### config.mk
export PLATFORM = sky130hd
export DESIGN_NAME = uart_tx_serializer
export DESIGN_NICKNAME = d
export VERILOG_FILES = /design/src/rtl/uart_tx_serializer.sv
export SDC_FILE = /design/constraint.sdc
export NUM_CORES = 1
export LEC_CHECK = 0
export BUFFER_PORTS_ARGS = -buffer_cell sky130_fd_sc_hd__clkbuf_2
export CAP_MARGIN = 10
export CORE_MARGIN = 2
export CORE_UTILIZATION = 25
export CTS_CLUSTER_DIAMETER = 100
export DETAILED_ROUTE_END_ITERATION = 16
export SYNTH_ARGS = -nofsm -noshare
export SYNTH_HDL_FRONTEND = slang
export SYNTH_SLANG_ARGS = --single-unit
### constraint.sdc
create_clock -name CLK -period 1.93 [get_ports CLK]
set_input_delay 0.0965 -clock CLK [delete_from_list [all_inputs] [get_ports CLK]]
set_output_delay 0.0965 -clock CLK [all_outputs]
set_load 0.005 [all_outputs]
### src/rtl/uart_tx_serializer.sv
// uart_tx_serializer
// Transmit side of the UART. Takes one byte from a valid/ready producer and
// shifts it out on txd as start bit, 8 data bits LSB first, an optional
// parity bit and STOP_BITS stop bits. The bit rate comes from div_clk, which
// is the baud divider output sampled on CLK; it is never used as a clock.
//
// Optional feature: define UART_TX_PARITY_EN to insert a parity bit after
// data bit 7 (even parity for PARITY_ODD = 0, odd for PARITY_ODD = 1).
// Without the macro the parity state, parity logic and register are absent.
module uart_tx_serializer #(
    parameter int STOP_BITS  = 1,
    parameter int PARITY_ODD = 0
) (
    input  logic       CLK,
    input  logic       HRESET,
    input  logic       div_clk,
    input  logic [7:0] tx_data,
    input  logic       tx_valid,
    output logic       tx_ready,
    output logic       tx_busy,
    output logic       txd
);

    // An out-of-range configuration degrades to a plain single-stop frame
    // rather than producing an undefined stop count.
    localparam bit CFG_OK = ((STOP_BITS == 1) || (STOP_BITS == 2)) &&
                            ((PARITY_ODD == 0) || (PARITY_ODD == 1));

    // Value of the stop counter on the tick that ends the last stop bit.
    localparam logic STOP_LAST = (CFG_OK && (STOP_BITS == 2)) ? 1'b1 : 1'b0;

`ifdef UART_TX_PARITY_EN
    localparam logic ODD_SENSE = (PARITY_ODD != 0) ? 1'b1 : 1'b0;
`endif

    // ARM waits for the first usable tick after acceptance; every other
    // state names the bit currently being driven on the line.
    typedef enum logic [2:0] {
        IDLE   = 3'd0,
        ARM    = 3'd1,
        START  = 3'd2,
        DATA   = 3'd3,
        STOP   = 3'd4
`ifdef UART_TX_PARITY_EN
        ,
        PARITY = 3'd5
`endif
    } state_t;

    state_t     state;
    state_t     state_n;
    logic [7:0] shift_reg;
    logic [7:0] shift_n;
    logic [2:0] bit_cnt;
    logic [2:0] bit_cnt_n;
    logic       stop_cnt;
    logic       stop_cnt_n;
    logic       div_clk_q;
    logic       tick;
    logic       txd_n;
    logic       tx_ready_n;
    logic       tx_busy_n;
`ifdef UART_TX_PARITY_EN
    logic       parity_bit;
    logic       parity_n;
`endif

    // One CLK-wide pulse per rising edge of the divided clock marks each bit
    // boundary; div_clk is already in the CLK domain so no synchronizer.
    assign tick = div_clk & ~div_clk_q;

    // State, datapath and registered outputs; reset returns the line to idle
    // at once and abandons any frame in flight.
    always_ff @(posedge CLK or negedge HRESET) begin
        if (!HRESET) begin
            state      <= IDLE;
            shift_reg  <= 8'h00;
            bit_cnt    <= 3'd0;
            stop_cnt   <= 1'b0;
            div_clk_q  <= 1'b0;
            txd        <= 1'b1;
            tx_ready   <= 1'b1;
            tx_busy    <= 1'b0;
`ifdef UART_TX_PARITY_EN
            parity_bit <= 1'b0;
`endif
        end else begin
            state      <= state_n;
            shift_reg  <= shift_n;
            bit_cnt    <= bit_cnt_n;
            stop_cnt   <= stop_cnt_n;
            div_clk_q  <= div_clk;
            txd        <= txd_n;
            tx_ready   <= tx_ready_n;
            tx_busy    <= tx_busy_n;
`ifdef UART_TX_PARITY_EN
            parity_bit <= parity_n;
`endif
        end
    end

    // Next-state and next-output logic; everything holds unless a tick
    // arrives, so a stalled div_clk freezes the frame in place.
    always_comb begin
        state_n    = state;
        shift_n    = shift_reg;
        bit_cnt_n  = bit_cnt;
        stop_cnt_n = stop_cnt;
        txd_n      = txd;
        tx_ready_n = tx_ready;
        tx_busy_n  = tx_busy;
`ifdef UART_TX_PARITY_EN
        parity_n   = parity_bit;
`endif

        case (state)
            IDLE: begin
                if (tx_valid && tx_ready) begin
                    shift_n    = tx_data;
                    tx_ready_n = 1'b0;
                    tx_busy_n  = 1'b1;
                    state_n    = ARM;
`ifdef UART_TX_PARITY_EN
                    parity_n   = (^tx_data) ^ ODD_SENSE;
`endif
                end
            end

            ARM: begin
                if (tick) begin
                    txd_n   = 1'b0;
                    state_n = START;
                end
            end

            START: begin
                if (tick) begin
                    txd_n     = shift_reg[0];
                    shift_n   = {1'b0, shift_reg[7:1]};
                    bit_cnt_n = 3'd0;
                    state_n   = DATA;
                end
            end

            DATA: begin
                if (tick) begin
                    if (bit_cnt == 3'd7) begin
`ifdef UART_TX_PARITY_EN
                        txd_n      = parity_bit;
                        state_n    = PARITY;
`else
                        txd_n      = 1'b1;
                        stop_cnt_n = 1'b0;
                        state_n    = STOP;
`endif
                    end else begin
                        txd_n     = shift_reg[0];
                        shift_n   = {1'b0, shift_reg[7:1]};
                        bit_cnt_n = bit_cnt + 3'd1;
                    end
                end
            end

`ifdef UART_TX_PARITY_EN
            PARITY: begin
                if (tick) begin
                    txd_n      = 1'b1;
                    stop_cnt_n = 1'b0;
                    state_n    = STOP;
                end
            end
`endif

            STOP: begin
                if (tick) begin
                    if (stop_cnt == STOP_LAST) begin
                        tx_ready_n = 1'b1;
                        tx_busy_n  = 1'b0;
                        state_n    = IDLE;
                    end else begin
                        stop_cnt_n = 1'b1;
                    end
                end
            end

            default: begin
                txd_n      = 1'b1;
                tx_ready_n = 1'b1;
                tx_busy_n  = 1'b0;
                state_n    = IDLE;
            end
        endcase
    end

endmodule

* Yosys cells after proc, flatten, opt, wreduce, memory -nomap -nowiden *
Cells that the tools add are included.

storage, ports and cells
  flip-flop bits (word level) = 19
  word-level logic and storage cells = 74

cells by class
  add/sub/neg operators = 1
  eq/ne operators = 13
  multiplexer cells = 35
  bitwise gates (word level) = 4
  reductions and logical operators = 13

operators by type and width
  kind                   count
  $mux W8                4
  $mux W3                10
  $pmux W8 S3            1
  $ne A2 B2 Y1 const B   8
  $reduce_and A4 Y1      4
  $pmux W3 S5            1
  $mux W1                14
  $reduce_and A7 Y1      1
  $eq A3 B2 Y1 const B   2
  $eq A3 B3 Y1 const B   2
  $pmux W1 S3            2
  $pmux W3 S2            1
  $reduce_and A5 Y1      1
  $pmux W1 S4            1
  $reduce_bool A2 Y1     2
  $add A3 B1 Y3 const B  1
  $eq A3 B1 Y1 const B   1
  $logic_not A3 Y1       1
  $not A1 Y1             3
  $reduce_bool A3 Y1     1
  $reduce_or A3 Y1       1
  $pmux W1 S2            1
  $reduce_or A2 Y1       1
  $and A1 B1 Y1          1
  $logic_and A1 B1 Y1    1

* Longest topological paths before layout *
Gate-level depths: netlist of the first run.

  word-level depth = 4
  mapped depth = 7
  mapped depth without buffers = 6

* Least setup slack after synthesis of the first run *
OpenSTA, ideal clock, no wires.

  path kind = reg-to-reg
  from = register tx_ready
  to = register shift_reg[7]
  setup time = 0.121 ns
  arrival time = 1.562 ns
  required time = 1.809 ns
  slack = 0.247 ns
  cell stages (with the launch flop) = 7
  period minus slack after synthesis = 1.683 ns
  cell sequence = dfstp_2 -> nand2_1 -> or4_4 -> buf_6 -> and2_4 -> buf_6 -> a22o_1

between the ends
  longest elaborated chain between the ends = 3

ends and longest elaborated chain
  element                      line  text
  start: declaration           19    output logic tx_ready,
  start signal: assignment     94    tx_ready <= tx_ready_n;
  $logic_and A1 B1 Y1          118   if (tx_valid && tx_ready) begin
  $ne A2 B2 Y1 (no line)       -
  $reduce_and A5 Y1 (no line)  -
  end signal: assignment       89    shift_reg <= shift_n;
  end: declaration             52    logic [7:0] shift_reg;

Every way passes these cells.
A chain may end at the register's enable or synchronous reset.

* Worst setup path after layout of the first run *
  from = register bit_cnt[0]
  to = register shift_reg[3]

between the ends
  longest elaborated chain between the ends = 3

ends and longest elaborated chain
  element                      line  text
  start: declaration           54    logic [2:0] bit_cnt;
  start signal: assignment     90    bit_cnt <= bit_cnt_n;
  $eq A3 B3 Y1                 147   if (bit_cnt == 3'd7) begin
  $ne A2 B2 Y1 (no line)       -
  $reduce_and A5 Y1 (no line)  -

Every way passes these cells.

==> results of run 1 <==
synth_stat cells, drive strengths merged:
master | instances | area, sq um
nor3 | 2 | 10.0
dfstp | 2 | 52.6
nand2b | 1 | 6.26
clkbuf | 3 | 11.3
a311oi | 1 | 8.76
nor2b | 1 | 6.26
o21ai | 6 | 30.0
a31oi | 1 | 6.26
or2b | 1 | 7.51
ha | 2 | 25.0
a22o | 1 | 8.76
nand3 | 1 | 5.00
or4 | 1 | 11.3
a21oi | 12 | 60.1
inv | 9 | 33.8
nand2 | 8 | 30.0
nor2 | 3 | 11.3
a211oi | 1 | 7.51
and4 | 1 | 10.0
dfrtp | 16 | 400
o21a | 1 | 7.51
mux2 | 1 | 11.3
buf | 4 | 38.8
o22ai | 7 | 43.8
and2 | 2 | 15.0
power breakdown:
part / internal, mW / switching [mW]
Clock: 0.0801 / 0.107
Sequential: 0.378 / 0.000223
Combinational: 0.0116 / 0.0152
through the flow:
step | cells | instance area, sq um | worst slack [ns] | total power [mW]
finish | 150 | 1000 | 0.283 | 0.592
floorplan | 88 | 858 | 0.247 | 0.390
global placement | 144 | 958 | 0.329 | 0.409
detailed placement | 144 | 958 | 0.293 | 0.410
CTS | 150 | 1000 | 0.265 | 0.611
global route | 150 | 1000 | 0.161 | 0.625
cell type report:
type,instances,area (sq um),area share [%]
multi-input combinational,54,322,32.0
inverter,9,33.8,3.36
sequential,18,453,45.1
timing repair buffer,19,113,11.2
clock buffer,4,26.3,2.62
tap,46,57.6,5.73
path summary, 6_finish.rpt:
check	end	slack, ns	from
max	shift_reg[3]	0.28	bit_cnt[0]
min	shift_reg[7]	0.05	tx_data[7]
max reg2reg	shift_reg[3]	0.28	bit_cnt[0]
min reg2reg	tx_ready	0.49	tx_ready
max in group asynchronous	txd	1.31	HRESET
min in group asynchronous	state[2]	0.28	HRESET
critical path: stages (launching register included):
cell	delay (ns)
dfrtp_1	0.41
ha_1	0.20
ha_1	0.20
a21oi_1	0.17
nand3_1	0.12
buf_4	0.22
o22ai_1	0.15
a21oi_1	0.06
cell families (layout without fill, tap and decap cells):
| group | after synthesis | count (layout) | share of synthesized area [%] |
|---|---|---|---|
| AOI/OAI and AO/OA | 30 | 30 | 20.1 |
| adders and majority gates | 2 | 2 | 2.91 |
| muxes | 1 | 1 | 1.31 |
| and+or+nand+nor | 21 | 21 | 13.1 |
| buffers and inverters | 16 | 32 | 9.77 |
| DFF | 18 | 18 | 52.8 |
per-layer routing:
metal | share of wire, % | track usage, %
met1 | 48 | 11.1
met2 | 46 | 14.2
met3 | 4.9 | 3.60
met4 | 1.1 | 3.33
met5 | 0 | 0
==> metrics.md, run 1 <==
| Metric | Value |
|---|---|
| Yosys reg bits | 18 |
| Critical Path AT | 1.82 ns |
| CTS Root Cell | clkbuf_4 |
| Die Wd | 62.6 microns |
| Area growth, synth to finish | 17.1% |
| Fin. Hold Viols | 0 |
| Max FFs per register | 8 |
| Max-slew headroom | 65.1% |
| Resized Gates After CTS | 0 |
| Worst-Margin Slew | 0.523 ns |
| Sequential area share after synthesis | 52.8% |
| Most common cell after layout, fill and taps aside | dfrtp_1 |
| Post-detail-place hpwl | 1.19 mm |
| CTS Buf Count | 3 |
| Largest net degree at the start of global routing | 19 |
| H-tree Lvls | 1 |
| Cell Rows | 21 |
| Worst-path fanout max | 13 |
| Initial DRC count | 60 |
| Power Density | 589 mW/mm^2 |
| Vias per cell | 4.41 |
| Top-Level Pins | 15 |
| PortBufs | 14 |
| Commonest non-fill, non-tap cells in the layout | dfrtp_1, clkbuf_2, a21oi_1, inv_1, nand2_1 |
| Final Util | 30.3% |
| DR vias | 661 |
| Vias in the first global route | 598 |
| Fin crit share | 85.3% |
| Crit start category | register |
| Peak supply drop | 0.194 mV |
| Detail Route Antenna Nets | 0 |
| Synth Instances | 88 |
| Layout Skew | 0.00433 ns |
| Final wirelength | 1.66 mm |
| Syn Area/Cell | 9.75 sq um |
| Fill cells | 351 |
| R2r worst-path depth | 7 |
| GRT Overall Usage | 9.01% |
| RSZ-0062 raised after global routing | no |
| Post-layout min period | 1.65 ns |
| First-pass GRT wire length | 2.75 mm |
| Synthesized area | 858 sq um |
| CP Class | register to register |
| Share of cells above drive strength 1 | 25.0% |
| Gpl congestion | 0.712 |
| Initial antenna violation count | 0 |
| Setup Viol. Count Final | 0 |
| CTS Sinks | 18 |
| Post-CTS Setup Inserts | 0 |
| Final nets | 119 |
| Max-slew violation count | 0 |
| Leak | 0.484 nW |
| Chip height | 62.6 microns |
| Longest Clk Path Bufs | 2 |
| GRT overflow | 0 |
| Hold Path Class | input port to register |
| Outcome | finished, final reports clean |
| TritonCTS clock tree | done |
| FMAX | 607 MHz |
| Avg WL per Cell | 11.1 microns |
| Clk_lat worst skew | 0.28 ns |
| Setup TNS | 0 ns |
| CP Data Required Time | 2.10 ns |
| Worst-path clk slew | 0.10 ns |
| CP endpoint kind | register |
| CTS Hold Buffers Added | 2 |
| Post-synth cell types | 27 |
| Initial DRT Pass Iterations | 4 |
| Initial core utilization | 25.9% |
| # Max-Cap Violations | 0 |
| ANT cells | 0 |
| WHS | 0.0480 ns |
| Drt drc | 0 |
| Core ar. | 0.00331 sq mm |
| Hold path depth | 2 |
| Synth Net Count | 102 |
| Yosys warnings | 0 |
| Die area | 0.00392 sq mm |
Power figures use the tool's default switching activity.
==> inputs of run 2 (changes only) <==
- BUFFER_PORTS_ARGS: -buffer_cell sky130_fd_sc_hd__clkbuf_2 -> -buffer_cell sky130_fd_sc_hd__buf_2
- CTS_BUF_LIST: default -> sky130_fd_sc_hd__clkbuf_4 sky130_fd_sc_hd__clkbuf_8
==> metrics.md, run 2 (synthesized netlist as in run 1, its figures left out) <==
| Metric | Value |
|---|---|
| Outcome | finished, final reports clean |
| Fin. Hold Viols | 0 (unchanged) |
| CP Data Required Time | 2.12 ns (+0.02 ns) |
| Setup TNS | 0 ns (unchanged) |
| Worst min-delay path endpoint | shift_reg[7] |
| Reg-to-reg slack, setup | 0.31 ns (+0.02 ns) |
| Layout Skew | 0.00105 ns (-0.00328 ns) |
| Post-layout min period | 1.62 ns (-0.0226 ns) |
| # Max-Cap Violations | 0 (unchanged) |
| Detail Route Antenna Nets | 0 (unchanged) |
| Setup Viol. Count Final | 0 (unchanged) |
| Core ar. | 0.00331 sq mm (unchanged) |
| CP Launch Point | bit_cnt[0] |
| CP endpoint kind | register |
| DR vias | 646 (-2.3%) |
| RSZ-0062 raised after global routing | no |
| H-tree Lvls | 1 (unchanged) |
| ANT cells | 0 (unchanged) |
| Crit start category | register |
| Chip height | 62.6 microns (unchanged) |
| R2r worst-path depth | 6 (-1) |
| Worst-Margin Slew | 0.507 ns (-0.0158 ns) |
| Most common cell after layout, fill and taps aside | dfrtp_1 |
| Fin crit share | 84.2% (-1.2 points) |
| Largest net degree at the start of global routing | 19 (unchanged) |
| Initial antenna violation count | 0 (unchanged) |
| Cell Rows | 21 (unchanged) |
| Post-CTS Setup Inserts | 0 (unchanged) |
| GRT overflow | 0 (unchanged) |
| Die Wd | 62.6 microns (unchanged) |
| Avg WL per Cell | 10.7 microns (-3.1%) |
| Area growth, synth to finish | 18.2% |
| Drt drc | 0 (unchanged) |
| Critical Path AT | 1.81 ns (about the same) |
| Hold Path Class | input port to register |
| Worst-path fanout max | 8 (-5) |
| Clk_lat worst skew | 0.29 ns (about the same) |
| Worst r2r src | bit_cnt[0] |
| Share of cells above drive strength 1 | 26.0% (+0.96 points) |
| Peak supply drop | 0.136 mV (-30%) |
| Max-slew headroom | 66.1% (+1.1 points) |
| Initial DRC count | 33 (-45%) |
| Vias per cell | 4.31 (-2.3%) |
| CTS Root Cell | clkbuf_4 |
| Initial core utilization | 25.9% (unchanged) |
| CTS Buf Count | 3 (unchanged) |
| Setup WS pre-CTS | 0.326 ns (+0.0321 ns) |
| Die area | 0.00392 sq mm (unchanged) |
| Vias in the first global route | 619 (+3.5%) |
| R2r endpoint | shift_reg[7] |
| Final WS setup | 0.306 ns (+0.0226 ns) |
| Worst Hold Launch | tx_data[7] |
| GRT Overall Usage | 8.55% (-0.46 points) |
| PortBufs | 14 (unchanged) |
| Max FFs per register | 8 (unchanged) |
| Top-Level Pins | 15 (unchanged) |
| WHS | 0.0293 ns (-0.0188 ns) |
| Final Util | 30.7% (+0.30 points) |
| Commonest non-fill, non-tap cells in the layout | dfrtp_1, buf_2, a21oi_1, inv_1, nand2_1 |
| Max-slew violation count | 0 (unchanged) |
| Final wirelength | 1.61 mm (-3.1%) |
| CTS Sinks | 18 (unchanged) |
| Initial DRT Pass Iterations | 3 (-1) |
| Power Density | 627 mW/mm^2 (+6.5%) |
| Longest Clk Path Bufs | 2 (unchanged) |
| Final nets | 119 (unchanged) |
| First-pass GRT wire length | 2.64 mm (-4.3%) |
| Post-detail-place hpwl | 1.18 mm (-0.43%) |
| CP Class | register to register |
| CTS Hold Buffers Added | 2 (unchanged) |
| Hold path depth | 2 (unchanged) |
| Gpl congestion | 0.710 (-0.20%) |
| Final cell count without fillers | 150 (unchanged) |
| Fill cells | 364 (+3.7%) |
| Worst-path clk slew | 0.10 ns (about the same) |
| FMAX | 616 MHz (+1.4%) |
| Placed cell count | 144 (unchanged) |
| TritonCTS clock tree | done |
| Resized Gates After CTS | 0 (unchanged) |
| Leak | 0.491 nW (+1.3%) |
==> run 2: cell count changes in the layout (fill, tap and decap cells not counted) <==
cell      previous run  this run
buf_2                0        14
clkbuf_1             1         0
clkbuf_2            14         0
clkbuf_8             0         1
==> run 2: layer usage <==
layer | wire (microns) | vias to the layer above | GRT usage (%)
met3 | 82 | 2 | 2.70
met5 | 0 | - | 0
met2 | 733 | 11 | 12.8
li1 | - | 338 | -
met4 | 19 | 0 | 5.00
met1 | 773 | 295 | 10.8
==> run 2: where the power goes <==
part / switching, mW / internal, mW / total, mW
sequential: 0.000225 / 0.378 / 0.378
combinational: 0.0155 / 0.0116 / 0.0271
clock: 0.116 / 0.115 / 0.231
==> run 2: critical path, cell delays in order, from the launching register on <==
cell	delay (ns)
dfrtp_1	0.40
ha_1	0.20
ha_1	0.20
a21oi_1	0.18
nand3_1	0.12
and2_4	0.23
a22o_1	0.18
==> run 2: metrics by stage <==
step | power (mW) | cell area [sq um]
3_3_place_gp | 0.409 | 958
5_1_grt | 0.668 | 1010
4_1_cts | 0.652 | 1010
2_1_floorplan | 0.390 | 858
6_report | 0.637 | 1010
3_5_place_dp | 0.410 | 958
==> run 2: worst max path at each step <==
stage | cells past startpoint | endpoint | slack [ns]
3_5_place_dp | 4 | shift_reg[7] | 0.33
3_3_place_gp | 4 | shift_reg[7] | 0.33
6_report | 6 | shift_reg[7] | 0.31
4_1_cts | 4 | shift_reg[7] | 0.30
5_1_grt | 7 | shift_reg[0] | 0.20
2_1_floorplan | 6 | shift_reg[7] | 0.25
==> run 2: layout make-up <==
class | count | area (sq um) | share of cell area (%)
Clock buffer | 4 | 36.3 | 3.58
Tap cell | 46 | 57.6 | 5.67
Inverter | 9 | 33.8 | 3.33
Multi-Input combinational cell | 54 | 322 | 31.7
Timing Repair Buffer | 19 | 113 | 11.1
Sequential cell | 18 | 453 | 44.6
==> inputs of run 3 (changes only) <==
- clock period: 1.93 -> 1.4 ns (I/O delays scaled with it)
==> metrics.md, run 3 (synthesized netlist as in run 1, its figures left out) <==
| Metric | Value |
|---|---|
| GRT Overall Usage | 10.5% (+1.9 points) |
| Clk pwr share | 36.5% (+0.2 points) |
| Commonest non-fill, non-tap cells in the layout | dfrtp_1, buf_2, a21oi_1, buf_4, inv_1 |
| Fin crit share | 108% (+24 points) |
| GRT overflow | 0 (unchanged) |
| DP Area | 0.00102 sq mm (+6.7%) |
| ANT cells | 0 (unchanged) |
| Setup Viol. Count Final | 9 (+9) |
| Internal cell power | 0.699 mW (+39%) |
| Post-detail-place hpwl | 1.40 mm (+18%) |
| Top-Level Pins | 15 (unchanged) |
| Initial DRC count | 48 (+45%) |
| Reg-to-reg slack, setup | -0.11 ns (-0.41 ns) |
| H-tree Lvls | 1 (unchanged) |
| Worst-path fanout max | 8 (unchanged) |
| Initial antenna violation count | 0 (unchanged) |
| Worst r2r src | tx_ready |
| CP cell instances | nand2_2 > or4_4 > buf_6 > o22ai_1 > a21oi_1 |
| DR vias | 740 (+15%) |
| PortBufs | 14 (unchanged) |
| R2r worst-path depth | 5 (-1) |
| Footprint of the multi-input gates | 387 sq um (+20%) |
| Fill cells | 358 (-1.6%) |
| Avg WL per Cell | 12.1 microns (+13%) |
| Detail Route Antenna Nets | 0 (unchanged) |
| Area growth, synth to finish | 36.6% |
| FMAX | 663 MHz (+7.7%) |
| Initial DRT Pass Iterations | 4 (+1) |
| Final WS setup | -0.108 ns (-0.414 ns) |
| Final nets | 130 (+9.2%) |
| Fin. Hold Viols | 0 (unchanged) |
| CP Data Required Time | 1.59 ns (-0.53 ns) |
| Largest net degree at the start of global routing | 19 (unchanged) |
| Max-slew headroom | 72.2% (+6.1 points) |
| Seq pwr share | 58.6% (-0.8 points) |
| Vias in the first global route | 744 (+20%) |
| Power Density | 760 mW/mm^2 (+21%) |
| Slowest cell on crit path | dfstp_2 |
| Drt drc | 0 (unchanged) |
| Worst min-delay path endpoint | shift_reg[1] |
| TritonCTS clock tree | done |
| Pwr Total | 0.891 mW (+40%) |
| Initial core utilization | 25.9% (unchanged) |
| Share of cells above drive strength 1 | 40.9% (+15 points) |
| Final Util | 35.4% (+4.8 points) |
| Worst-path clk slew | 0.11 ns (about the same) |
| CP Class | register to register |
| Leak | 0.552 nW (+12%) |
| Max FFs per register | 8 (unchanged) |
| Worst Hold Launch | tx_data[1] |
| Cell Rows | 21 (unchanged) |
| CP Launch Point | tx_ready |
| Final wirelength | 1.95 mm (+21%) |
| Chip height | 62.6 microns (unchanged) |
| Switching Share | 21.5% (+0.75 points) |
| Peak supply drop | 0.219 mV (+61%) |
| Most common cell after layout, fill and taps aside | dfrtp_1 |
| Setup WS pre-CTS | -0.132 ns (-0.457 ns) |
| Switching pwr | 0.191 mW (+45%) |
| Crit path max-delay family | flip-flops |
| Worst-Margin Slew | 0.417 ns (-0.0902 ns) |
| CTS Root Cell | clkbuf_4 |
| Register area | 453 sq um (unchanged) |
| R2r endpoint | shift_reg[5] |
| Layout Skew | 0.000626 ns (-0.000424 ns) |
| WP buf/inv | 1 (+1) |
| Longest Clk Path Bufs | 2 (unchanged) |
| Crit-path max cell delay | 0.56 ns (+0.16 ns) |
| Max-slew violation count | 0 (unchanged) |
| Critical Path AT | 1.70 ns (-0.11 ns) |
| First-pass GRT wire length | 3.19 mm (+21%) |
| Vias per cell | 4.60 (+6.7%) |
| # Max-Cap Violations | 0 (unchanged) |
| Post-layout min period | 1.51 ns (-0.116 ns) |
| Clk_lat worst skew | 0.29 ns (about the same) |
| CP endpoint kind | register |
| Die area | 0.00392 sq mm (unchanged) |
| CTS Buf Count | 3 (unchanged) |
| Outcome | finished, violations left |
| Final non-filler cell area | 0.00117 sq mm (+16%) |
| Die Wd | 62.6 microns (unchanged) |
| Core ar. | 0.00331 sq mm (unchanged) |
| Crit start category | register |
| Failing checks | setup timing |
| CTS Sinks | 18 (unchanged) |
| Hold Path Class | input port to register |
| Hold path depth | 3 (+1) |
| Gpl congestion | 0.791 (+11%) |
| RSZ-0062 raised after global routing | yes |
| Power share of the combinational group | 4.9% (+0.6 points) |
[run 3: what timing repair did]
action,CTS,global route
buffers inserted,1,2
resized for setup,5,8
setup endpoints to repair,12,13
pin swaps,3,5
hold endpoints to repair,17,1
hold buffers,2,1
[run 3: layout make-up]
type / count / share of cell area, %
multi-input combinational: 54 / 33.0
timing repair buffer: 30 / 17.5
sequential: 18 / 38.6
clock buffer: 4 / 3.09
tap: 46 / 4.91
inverter: 9 / 2.88
[run 3: metrics by stage]
step / TNS (ns) / cells / hold WS (ns)
after global placement: -0.587 / 151 / 0.0182
after floorplan: -1.64 / 88 / -0.226
after global routing: -1.40 / 161 / 0.0682
final: -0.754 / 161 / 0.0741
after CTS: -1.02 / 158 / 0.00208
after detailed placement: -1.00 / 151 / 0.0294
[run 3: worst max-delay path by stage]
stage / to / slack, ns / cells past startpoint
floorplan: shift_reg[7] / -0.28 / 6
global placement: shift_reg[3] / -0.10 / 5
detailed placement: shift_reg[7] / -0.13 / 6
CTS: shift_reg[7] / -0.12 / 4
global route: shift_reg[7] / -0.16 / 6
finish: shift_reg[5] / -0.11 / 5
[run 3: power groups by stage]
| stage | clock network [mW] | registers [mW] | logic [mW] |
|---|---|---|---|
| 5_1_grt | 0.361 | 0.522 | 0.0491 |
| 3_3_place_gp | 0 | 0.532 | 0.0355 |
| 6_report | 0.325 | 0.522 | 0.0437 |
| 2_1_floorplan | 0 | 0.532 | 0.00621 |
| 3_5_place_dp | 0 | 0.532 | 0.0364 |
| 4_1_cts | 0.332 | 0.522 | 0.0414 |
[run 3: worst reg2reg max path: stages, from the launching register on]
cell     delay, ns
dfstp_2       0.56
nand2_2       0.05
or4_4         0.43
buf_6         0.16
o22ai_1       0.15
a21oi_1       0.06
[run 3: layer usage]
metal / GRT usage [%] / wire (microns) / vias to the layer above
li1: - / - / 358
met4: 5.00 / 13 / 0
met3: 2.70 / 76 / 2
met2: 19.0 / 1040 / 13
met1: 11.3 / 826 / 367
met5: 0 / 0 / -
